==> config.mk <==
export PLATFORM = sky130hd
export DESIGN_NAME = rdl_axil_slice
export DESIGN_NICKNAME = d
export VERILOG_FILES = /design/src/rtl/rdl_axil_slice.sv
export SDC_FILE = /design/constraint.sdc
export NUM_CORES = 1
export LEC_CHECK = 0
export BUFFER_PORTS_ARGS = -buffer_cell sky130_fd_sc_hd__buf_2
export CORE_UTILIZATION = 55
export DETAILED_ROUTE_END_ITERATION = 8
export GPL_ROUTABILITY_DRIVEN = 0
export PLACE_DENSITY = 0.81
export REMOVE_ABC_BUFFERS = 1
export SKIP_LAST_GASP = 1
export SLEW_MARGIN = 20
export SYNTH_ARGS = -nofsm -noshare
export SYNTH_HDL_FRONTEND = slang
export SYNTH_HIERARCHICAL = 1
export SYNTH_SLANG_ARGS = --single-unit
==> constraint.sdc <==
create_clock -name clk -period 2 [get_ports clk]
set_input_delay 0.4 -clock clk [delete_from_list [all_inputs] [get_ports clk]]
set_output_delay 0.4 -clock clk [all_outputs]
set_load 0.1 [all_outputs]
==> src/rtl/rdl_axil_slice.sv <==
// rtl/rdl_axil_slice.sv - AXI-Lite register slice, 2-entry skid buffer on every channel
// Define RDL_AXIL_SLICE_SINGLE_OUTSTANDING_EN to limit each direction to one outstanding transaction.

module rdl_axil_slice_skid #(
    parameter int W = 8
) (
    input  logic         clk,
    input  logic         rst,
    input  logic         in_valid,
    output logic         in_ready,
    input  logic [W-1:0] in_data,
    output logic         out_valid,
    input  logic         out_ready,
    output logic [W-1:0] out_data
);
    typedef enum logic [1:0] {EMPTY, FULL, SKID} state_t;

    state_t       state;
    logic [W-1:0] skid_data;
    logic         in_acc;
    logic         out_acc;

    assign in_acc  = in_valid & in_ready;
    assign out_acc = out_valid & out_ready;

    // in_ready is registered so upstream never sees a path from out_ready
    always_ff @(posedge clk) begin
        if (rst) begin
            state     <= EMPTY;
            in_ready  <= 1'b0;
            out_valid <= 1'b0;
            out_data  <= '0;
            skid_data <= '0;
        end else begin
            case (state)
                EMPTY: begin
                    in_ready <= 1'b1;
                    if (in_acc) begin
                        state     <= FULL;
                        out_valid <= 1'b1;
                        out_data  <= in_data;
                    end
                end
                FULL: begin
                    if (in_acc && out_acc) begin
                        out_data <= in_data;
                    end else if (in_acc) begin
                        state     <= SKID;
                        skid_data <= in_data;
                        in_ready  <= 1'b0;
                    end else if (out_acc) begin
                        state     <= EMPTY;
                        out_valid <= 1'b0;
                    end
                end
                SKID: begin
                    if (out_acc) begin
                        state    <= FULL;
                        out_data <= skid_data;
                        in_ready <= 1'b1;
                    end
                end
                default: begin
                    state     <= EMPTY;
                    out_valid <= 1'b0;
                    in_ready  <= 1'b1;
                end
            endcase
        end
    end
endmodule

module rdl_axil_slice #(
    parameter int AW = 6,
    parameter int DW = 32
) (
    input  logic            clk,
    input  logic            rst,
    input  logic            s_axil_awvalid,
    output logic            s_axil_awready,
    input  logic [AW-1:0]   s_axil_awaddr,
    input  logic            s_axil_wvalid,
    output logic            s_axil_wready,
    input  logic [DW-1:0]   s_axil_wdata,
    input  logic [DW/8-1:0] s_axil_wstrb,
    output logic            s_axil_bvalid,
    input  logic            s_axil_bready,
    output logic [1:0]      s_axil_bresp,
    input  logic            s_axil_arvalid,
    output logic            s_axil_arready,
    input  logic [AW-1:0]   s_axil_araddr,
    output logic            s_axil_rvalid,
    input  logic            s_axil_rready,
    output logic [DW-1:0]   s_axil_rdata,
    output logic [1:0]      s_axil_rresp,
    output logic            m_axil_awvalid,
    input  logic            m_axil_awready,
    output logic [AW-1:0]   m_axil_awaddr,
    output logic            m_axil_wvalid,
    input  logic            m_axil_wready,
    output logic [DW-1:0]   m_axil_wdata,
    output logic [DW/8-1:0] m_axil_wstrb,
    input  logic            m_axil_bvalid,
    output logic            m_axil_bready,
    input  logic [1:0]      m_axil_bresp,
    output logic            m_axil_arvalid,
    input  logic            m_axil_arready,
    output logic [AW-1:0]   m_axil_araddr,
    input  logic            m_axil_rvalid,
    output logic            m_axil_rready,
    input  logic [DW-1:0]   m_axil_rdata,
    input  logic [1:0]      m_axil_rresp
);
    localparam int WW = DW + DW / 8;
    localparam int RW = DW + 2;

    logic          aw_in_valid, aw_in_ready;
    logic          w_in_valid, w_in_ready;
    logic          ar_in_valid, ar_in_ready;
    logic [WW-1:0] w_out_data;
    logic [RW-1:0] r_out_data;

`ifdef RDL_AXIL_SLICE_SINGLE_OUTSTANDING_EN
    logic aw_taken, w_taken, ar_taken;

    // A response handshake clears the flag even if a new request lands the same cycle
    always_ff @(posedge clk) begin
        if (rst) begin
            aw_taken <= 1'b0;
            w_taken  <= 1'b0;
            ar_taken <= 1'b0;
        end else begin
            if (s_axil_bvalid && s_axil_bready) begin
                aw_taken <= 1'b0;
                w_taken  <= 1'b0;
            end else begin
                if (s_axil_awvalid && s_axil_awready) aw_taken <= 1'b1;
                if (s_axil_wvalid && s_axil_wready) w_taken <= 1'b1;
            end
            if (s_axil_rvalid && s_axil_rready) ar_taken <= 1'b0;
            else if (s_axil_arvalid && s_axil_arready) ar_taken <= 1'b1;
        end
    end

    assign aw_in_valid    = s_axil_awvalid & ~aw_taken;
    assign w_in_valid     = s_axil_wvalid & ~w_taken;
    assign ar_in_valid    = s_axil_arvalid & ~ar_taken;
    assign s_axil_awready = aw_in_ready & ~aw_taken;
    assign s_axil_wready  = w_in_ready & ~w_taken;
    assign s_axil_arready = ar_in_ready & ~ar_taken;
`else
    assign aw_in_valid    = s_axil_awvalid;
    assign w_in_valid     = s_axil_wvalid;
    assign ar_in_valid    = s_axil_arvalid;
    assign s_axil_awready = aw_in_ready;
    assign s_axil_wready  = w_in_ready;
    assign s_axil_arready = ar_in_ready;
`endif

    rdl_axil_slice_skid #(.W(AW)) u_aw (
        .clk(clk), .rst(rst),
        .in_valid(aw_in_valid), .in_ready(aw_in_ready), .in_data(s_axil_awaddr),
        .out_valid(m_axil_awvalid), .out_ready(m_axil_awready), .out_data(m_axil_awaddr)
    );

    rdl_axil_slice_skid #(.W(WW)) u_w (
        .clk(clk), .rst(rst),
        .in_valid(w_in_valid), .in_ready(w_in_ready), .in_data({s_axil_wdata, s_axil_wstrb}),
        .out_valid(m_axil_wvalid), .out_ready(m_axil_wready), .out_data(w_out_data)
    );
    assign {m_axil_wdata, m_axil_wstrb} = w_out_data;

    rdl_axil_slice_skid #(.W(2)) u_b (
        .clk(clk), .rst(rst),
        .in_valid(m_axil_bvalid), .in_ready(m_axil_bready), .in_data(m_axil_bresp),
        .out_valid(s_axil_bvalid), .out_ready(s_axil_bready), .out_data(s_axil_bresp)
    );

    rdl_axil_slice_skid #(.W(AW)) u_ar (
        .clk(clk), .rst(rst),
        .in_valid(ar_in_valid), .in_ready(ar_in_ready), .in_data(s_axil_araddr),
        .out_valid(m_axil_arvalid), .out_ready(m_axil_arready), .out_data(m_axil_araddr)
    );

    rdl_axil_slice_skid #(.W(RW)) u_r (
        .clk(clk), .rst(rst),
        .in_valid(m_axil_rvalid), .in_ready(m_axil_rready), .in_data({m_axil_rdata, m_axil_rresp}),
        .out_valid(s_axil_rvalid), .out_ready(s_axil_rready), .out_data(r_out_data)
    );
    assign {s_axil_rdata, s_axil_rresp} = r_out_data;
endmodule

======== Word-level counts from Yosys, hierarchy flattened ========
Cells that the tools add are included.
operators by class
  equality and inequality tests ........... 50
  mux-type cells .......................... 95
  bitwise logic cells ..................... 20
  reduce and logical (&&, ||, !) cells .... 40
operators with widths
  operator                                                count
  2-to-1 mux 36 bit                                       3
  one-hot mux 36 bit (3 select lines)                     1
  2-to-1 mux 34 bit                                       3
  one-hot mux 34 bit (3 select lines)                     1
  2-to-1 mux 2 bit                                        28
  inequality test 2 x 1 -> 1 bit (second input constant)  25
  AND reduction 4 bit                                     10
  2-to-1 mux 6 bit                                        6
  one-hot mux 2 bit (3 select lines)                      6
  one-hot mux 6 bit (3 select lines)                      2
  2-to-1 mux 1 bit                                        35
  AND reduction 3 bit                                     10
  AND reduction 5 bit                                     5
  inequality test 2 bit (second input constant)           10
  inequality test 3 x 1 -> 1 bit (second input constant)  5
  one-hot mux 1 bit (3 select lines)                      5
  nonzero test 3 bit                                      5
  bitwise AND 1 bit                                       10
  equality test 2 x 1 -> 1 bit (second input constant)    5
  equality test 2 bit (second input constant)             5
  zero test 2 bit                                         5
  inverter 1 bit                                          10
  one-hot mux 1 bit (2 select lines)                      5
  logical AND 1 bit                                       5
storage, ports and cells
  bits in registers ....................... 188
  input bits .............................. 96
  output and inout bits ................... 94
  logic and storage cells ................. 230

======== Logic depth before layout (Yosys ltp) ========
Gate-level depths: netlist of run 1.
  depth after elaboration ................. 5
  gate-level depth with buffers ........... 6
  mapped depth without buffers ............ 4

======== Modules after synthesis ========
The synthesis of run 1 kept the hierarchy.
modules (own cells, without submodules)
  module                           instances  cells an instance  area an instance (µm²)  sequential area each (µm²)
  rdl_axil_slice_skid at u_w       1          350                3763.6                  1521.5
  rdl_axil_slice_skid at u_r       1          333                3573.4                  1441.4
  rdl_axil_slice_skid at u_ar ...  2          77                 768.2                   320.3
  rdl_axil_slice_skid at u_b       1          46                 430.4                   160.2

======== Worst setup path after synthesis of run 1 ========
No wires, ideal clock.
  kind .................................... reg-to-reg
  start point ............................. register u_r.out_valid
  end point ............................... register u_r.out_data[10]
  setup time .............................. 81 ps
  arrival ................................. 2007 ps
  required time ........................... 1919 ps
  slack ................................... -89 ps
  stages on the path, launching flop included .. 6
  path buffers ............................ 2
  period minus slack after synthesis ...... 2089 ps
  cells stage by stage .................... dfxtp_1 > and4b_1 > buf_4 > clkbuf_1 > a211oi_1 > a211oi_2
on the way
  longest elaborated chain between the ends .. 4
  elaborated cells on any way between the ends .. 5
  classes of those cells .................. eq/ne (2); bitwise (1); reduce/logical (2)
RTL lines
  what                                      RTL line  source
  from (decl)                               12        output logic out_valid,
  from (signal assigned)                    31        out_valid <= 1'b0;
  from (signal assigned)                    40        out_valid <= 1'b1;
  from (signal assigned)                    53        out_valid <= 1'b0;
  bitwise AND 1 bit (*)                     24        assign out_acc = out_valid & out_ready;
  logical AND 1 bit                         45        if (in_acc && out_acc) begin
  inequality test 2 x 1 -> 1 bit (no line)  -
  AND reduction 4 bit (no line) (*)         -
  to (signal assigned)                      41        out_data <= in_data;
  to (signal assigned)                      46        out_data <= in_data;
  to (signal assigned)                      59        out_data <= skid_data;
  to (decl)                                 14        output logic [W-1:0] out_data
Mark *: on every way between the ends. The rest lies on a longest branch, timed or not.
A chain may end at the register's enable or synchronous reset.

======== Final worst setup path of run 1 ========
  start point ............................. register u_w.state[0]
  end point ............................... register u_w.skid_data[2]
on the way
  longest elaborated chain between the ends .. 2
RTL lines
  what                           RTL line  source
  from (decl)                    18        state_t state;
  from (signal assigned)         29        state <= EMPTY;
  from (signal assigned)         39        state <= FULL;
  from (signal assigned)         48        state <= SKID;
  equality test 2 x 1 -> 1 bit   35        case (state)
  AND reduction 3 bit (no line)  -
  to (signal assigned)           49        skid_data <= in_data;
  to (decl)                      19        logic [W-1:0] skid_data;
No other way between the ends.

==> flow_summary.toml, run 1 <==
[outcome]
outcome = "finished clean"

[worst_setup_path]
worstPathArrival_ns = 2.14
r2r-end = "u_w/skid_data[2]"
slowest_delay_ns = 0.43
setup.worst_path.end = "u_w/skid_data[2]"
critPathLaunchType = "flop"
worstSetupStartpoint = "u_w/state[0]"
worst-setup-path-type = "flop to flop"
r2r_slack_ns = 0.20
r2r-start = "u_w/state[0]"
cpMaxStageDelayCell = "dfxtp_1"
worstPathRequired_ns = 2.35
ff2ff_path_depth = 4
endpoint_kind = "flop"
worst-path-max-fanout = 14
cp_cell_sequence = "a21bo_2, nor3_2, buf_4, mux2i_1"

[clock_tree]
clk_pin_slew_ns = 0.07
clk_latency_ns = 0.42
cts_buffers = 17
cts_max_level = 4
root_buffer = "clkbuf_16"
cts_resized = 0
ctsHoldBuffers = 0
tritoncts = "built"
clock_path_buffers = 2
cts.sink_count = 188
cts_setup_buffers = 0

[layout]
layout.nets = 1133
nFillCells = 1340
seq_area_um2 = 3760
drive_gt1_frac = 0.314
multi_input_area_um2 = 4970
design_area_um2 = 11000
area_delta_synth_final_pct = 18.0

[timing]
fmax_mhz = 556
period_needed_ns = 1.80
slew_violations = 0
worstMarginPinSlew_ns = 0.563
layout_worst_path_cycle_share = 0.899
setup_viol_count_final = 0
timing_hold_violations_final = 0
maxSlewHeadroom = 0.625
grt_setup_unrepaired = "false"
skew_ns = 0.00688
final.setup.tns_ns = 0

[synth]
synth_edf_count = 0
yosysTopAreaCellShare = 0.405
synthTopCellsByCount = "dfxtp_1 (188), mux2i_1 (154), nand2b_1 (146), a211oi_1 (82), a211oi_2 (60)"
yosysUniqueCellTypes = 45
yosysMostFrequentCell = "dfxtp_1"
ys_seq_elements = 188
syn-instance-count = 883
yosysTopAreaCell = "dfxtp_1"
netlist_area_um2 = 9300
yosysWarnings = 6
synth-main-ff-cell = "dfxtp_1"
synthTopCellsByArea = "dfxtp_1 (40%), mux2i_1 (17%), nand2b_1 (9.8%)"
seq_area_frac_synth = 0.405
synthArstFlopShare = 0
avgSynthCellArea_um2 = 10.5

[placement]
dp_hpwl_um = 14200
dpl-instance-area_um2 = 10400
numPortBuffers = 189

[route]
vias = 7238
wire_per_inst_um = 16.6
met2WireLength_um = 10100
viasPerCell = 5.69
drt_iter0_drc = 350
wl_um = 21100
antenna_left = 0
met1_length_um = 9460
drcViolationCount = 0
first_pass_iters = 4
met3_length_um = 842
top_layer = "met5"

[die]
coreArea_um2 = 16500
fp-row-count = 47
start_util = 0.563
die_w_um = 132
fp.dieH_um = 132
dieArea_um2 = 17400
io_pins = 190

[global_route]
grt_start_max_net_pins = 55
antenna_found_initial = 2
grt_pass1_vias = 7010
grt_pass1_wl_um = 34800
overflow = 0
grt_use_total = 0.244

[power_and_ir_drop]
power_density_nw_per_um2 = 962
leakage_nw = 4.77
ir_drop_v = 0.000586

[hold_path]
hp-class = "input port to flop"

[job]
maxCapViolations = 0
## cell families after synthesis
family | after synthesis | synth area share
simple gates | 225 | 0.152
compound gates | 216 | 0.214
flops | 188 | 0.405
mux | 155 | 0.167
buf+inv | 99 | 0.0627
## report_power, final
part           internal (mW)  switching, mW
clock                   2.08           1.49
sequential              3.99          0.171
combinational          0.710           2.12
## cells in the final DEF, fill, tap and decap left out, types with 4 or more instances in the layout
master     instances
and3b_1            4
buf_2            188
a221oi_1           8
nand3b_1           5
nor2b_1            4
nand4_1            4
buf_4             19
a211oi_2          60
and2_1            13
dfxtp_1          188
nand2_1           14
a211o_1            4
a221oi_2           6
o21bai_1           6
a21oi_1           14
and4b_1            5
inv_1             17
o21ai_0            4
nor2_1            15
a211oi_1          82
mux2i_1          154
nand2b_1         144
buf_12             9
clkbuf_16         17
a311oi_1          14
## worst max-delay path: cells and delay by family (launching register included)
kind,cells,cell delay (ns)
buf+inv,1,0.34
flops,1,0.43
compound gates,1,0.37
mux,1,0.23
simple gates,1,0.36
## metal layers
metal	vias to the layer above	global-route usage
li1	3535	-
met4	2	0.114
met2	163	0.397
met1	3490	0.313
met3	48	0.0450
met5	-	0
## worst min path at each step
stage / startpoint / to / slack [ns] / cells past startpoint
CTS: s_axil_arvalid / u_ar/in_ready / 0.20 / 2
detailed placement: u_r/skid_data[24] / u_r/skid_data[24] / 0.46 / 2
global route: s_axil_awvalid / u_aw/in_ready / 0.22 / 2
finish: s_axil_arvalid / u_ar/in_ready / 0.21 / 2
global placement: u_w/skid_data[6] / u_w/skid_data[6] / 0.46 / 2
floorplan: u_b/skid_data[0] / u_b/skid_data[0] / 0.45 / 2
## metrics by stage
stage | cells | util | setup WS [ns] | hold WS, ns | power [mW]
6_report | 1271 | 0.665 | 0.201 | 0.215 | 10.6
5_1_grt | 1271 | 0.665 | 0.135 | 0.220 | 10.9
4_1_cts | 1270 | 0.664 | 0.195 | 0.196 | 10.6
3_5_place_dp | 1238 | 0.626 | 0.166 | 0.460 | 7.06
3_3_place_gp | 1238 | 0.626 | 0.243 | 0.455 | 7.02
2_1_floorplan | 801 | - | -3.36 | 0.447 | 6.42
## layout make-up
| type | instances | area share |
|---|---|---|
| tap | 220 | 0.0251 |
| clock buffer | 20 | 0.0425 |
| inverter | 17 | 0.00581 |
| sequential | 188 | 0.343 |
| antenna | 1 | 0.000228 |
| clock inverter | 12 | 0.0146 |
| multi-input combinational | 596 | 0.453 |
| timing repair buffer | 217 | 0.116 |
## sequential cells by signal, summed over array words and instances, names as in the netlist, 2 cells and up
name and flops:
u_w/out_data 36, u_w/skid_data 36, u_r/out_data 34, u_r/skid_data 34, u_ar/out_data 6, u_ar/skid_data 6, u_aw/out_data 6, u_aw/skid_data 6
u_ar/state 2, u_aw/state 2, u_b/out_data 2, u_b/skid_data 2, u_b/state 2, u_r/state 2, u_w/state 2
(Power assumes the default switching activity.)
==> run 2: changes to the inputs <==
--- a/config.mk
+++ b/config.mk
@@ -11,6 +11,7 @@
 export GPL_ROUTABILITY_DRIVEN = 0
 export PLACE_DENSITY = 0.81
 export REMOVE_ABC_BUFFERS = 1
+export SETUP_SLACK_MARGIN = 0.3
 export SKIP_LAST_GASP = 1
 export SLEW_MARGIN = 20
 export SYNTH_ARGS = -nofsm -noshare
==> run 2 against run 1 <==
  * Setup slack improved by 0.14 ns
  * Cell count did not move
  * Non-clock buffer count unchanged
  * Sequential cell count did not move
  * First-iteration DRC count is 5.1% lower
  * Largest power group unchanged
==> flow_summary.toml, run 2 (synthesis gave the netlist of run 1 again) <==
[power_and_ir_drop]
power_density_nw_per_um2 = 959
ir_drop_v = 0.000582
leakage_nw = 4.78

[layout]
utilization = 0.668
drive_gt1_frac = 0.318
final_common_cell = "dfxtp_1"
final_cell_mix = "dfxtp_1 (186), buf_2 (181), mux2i_1 (154)"
area_delta_synth_final_pct = 18.7
reg.largest.list = "u_w/out_data (36), u_w/skid_data (36)"
design_area_um2 = 11000
layout.nets = 1133

[timing]
worstMarginPinSlew_ns = 0.520
fmax_mhz = 604
setup_viol_count_final = 0
grt_setup_unrepaired = "false"
skew_ns = 0.00941
maxSlewHeadroom = 0.656
period_needed_ns = 1.66
timing_hold_violations_final = 0
final.setup.tns_ns = 0
layout_worst_path_cycle_share = 0.828
hold_slack_ns = 0.215
slew_violations = 0

[die]
start_util = 0.563
io_pins = 190
coreArea_um2 = 16500
fp.dieH_um = 132
dieArea_um2 = 17400
fp-row-count = 47
die_w_um = 132

[route]
first_pass_iters = 5
drt_iter0_drc = 332
wl_um = 21100
antenna_left = 0
viasPerCell = 5.70
wire_per_inst_um = 16.6
drcViolationCount = 0
vias = 7247

[placement]
dp_hpwl_um = 14200
dpl-instance-area_um2 = 10400
numPortBuffers = 189

[clock_tree]
tritoncts = "built"
cts.sink_count = 188
cts_max_level = 4
clock_path_buffers = 2
cts_buffers = 17
ctsHoldBuffers = 0
root_buffer = "clkbuf_16"
clk_pin_slew_ns = 0.07
clk_latency_ns = 0.42

[worst_setup_path]
critPathLaunchType = "flop"
path_delay_family = "buffers and inverters"
crit_buf_inv = 1
slowest_delay_ns = 0.45
ff2ff_path_depth = 4
cpMaxStageDelayCell = "buf_2"
endpoint_kind = "primary output"
worstPathRequired_ns = 1.60
cp_cell_sequence = "buf_2"
r2r-start = "u_w/state[0]"
worst-setup-path-type = "flop to primary output"
r2r_slack_ns = 0.39
worstPathArrival_ns = 1.26
path_depth = 1
worst-path-max-fanout = 2
r2r-end = "u_w/skid_data[12]"

[outcome]
outcome = "finished clean"

[global_route]
overflow = 0
grt_pass1_wl_um = 34900
grt_pass1_vias = 7016
grt_start_max_net_pins = 55
grt_use_total = 0.244
antenna_found_initial = 2

[hold_path]
min_delay_worst_endpoint = "u_aw/skid_data[3]"
hp-class = "input port to flop"
hold_start = "s_axil_awaddr[3]"
min_path_cells = 3

[job]
maxCapViolations = 0
[run 2: per-stage QoR]
stage               instances  power, mW  setup slack (ns)
floorplan                 801       6.42             -3.36
global placement         1238       7.02             0.243
detailed placement       1238       7.06             0.166
CTS                      1270       10.6             0.263
global route             1271       10.9             0.299
finish                   1271       10.6             0.344
[run 2: area by class of cell]
cell class | instances | area (um2)
inverters | 17 | 63.8
clock buffers | 20 | 467
diodes | 1 | 2.50
flip-flops and latches | 188 | 3770
well taps | 220 | 275
multi-input cells | 596 | 5000
clock inverters | 12 | 160
fillers | 1327 | 5480
repair buffers | 217 | 1310
[run 2: how the worst max path moves through the flow]
stage                                start                to  slack [ns]
after floorplan              u_w/out_valid  u_w/skid_data[0]       -3.36
after global placement       m_axil_wready  u_w/out_data[13]        0.24
after detailed placement     m_axil_wready  u_w/skid_data[9]        0.17
after CTS                    u_w/out_valid     m_axil_wvalid        0.26
after global routing         u_w/out_valid  u_w/out_data[33]        0.30
final                     u_r/out_data[11]   s_axil_rdata[9]        0.34
[run 2: timing repair]
item	CTS	global route
gates cloned	0	0
gates resized for setup	8	11
endpoints found under the setup margin	62	83
setup buffers	0	0
[run 2: tightest hold or removal path, stage by stage]
cell and delay (ns):
buf_2 0.08, mux2i_1 0.05, nor2_1 0.07
[run 2: routing by layer]
layer / up-vias / GRT usage / wire (um)
met3: 45 / 0.0458 / 842
met4: 2 / 0.118 / 610
met5: - / 0 / 8
met2: 166 / 0.396 / 10100
li1: 3539 / - / -
met1: 3495 / 0.312 / 9550
[run 2: report_power, final]
part | leakage (nW) | internal (mW) | switching, mW
Combinational | 2.94 | 0.727 | 2.12
Sequential | 1.53 | 3.99 | 0.174
Clock | 0.307 | 2.08 | 1.49
Total | 4.78 | 6.80 | 3.79
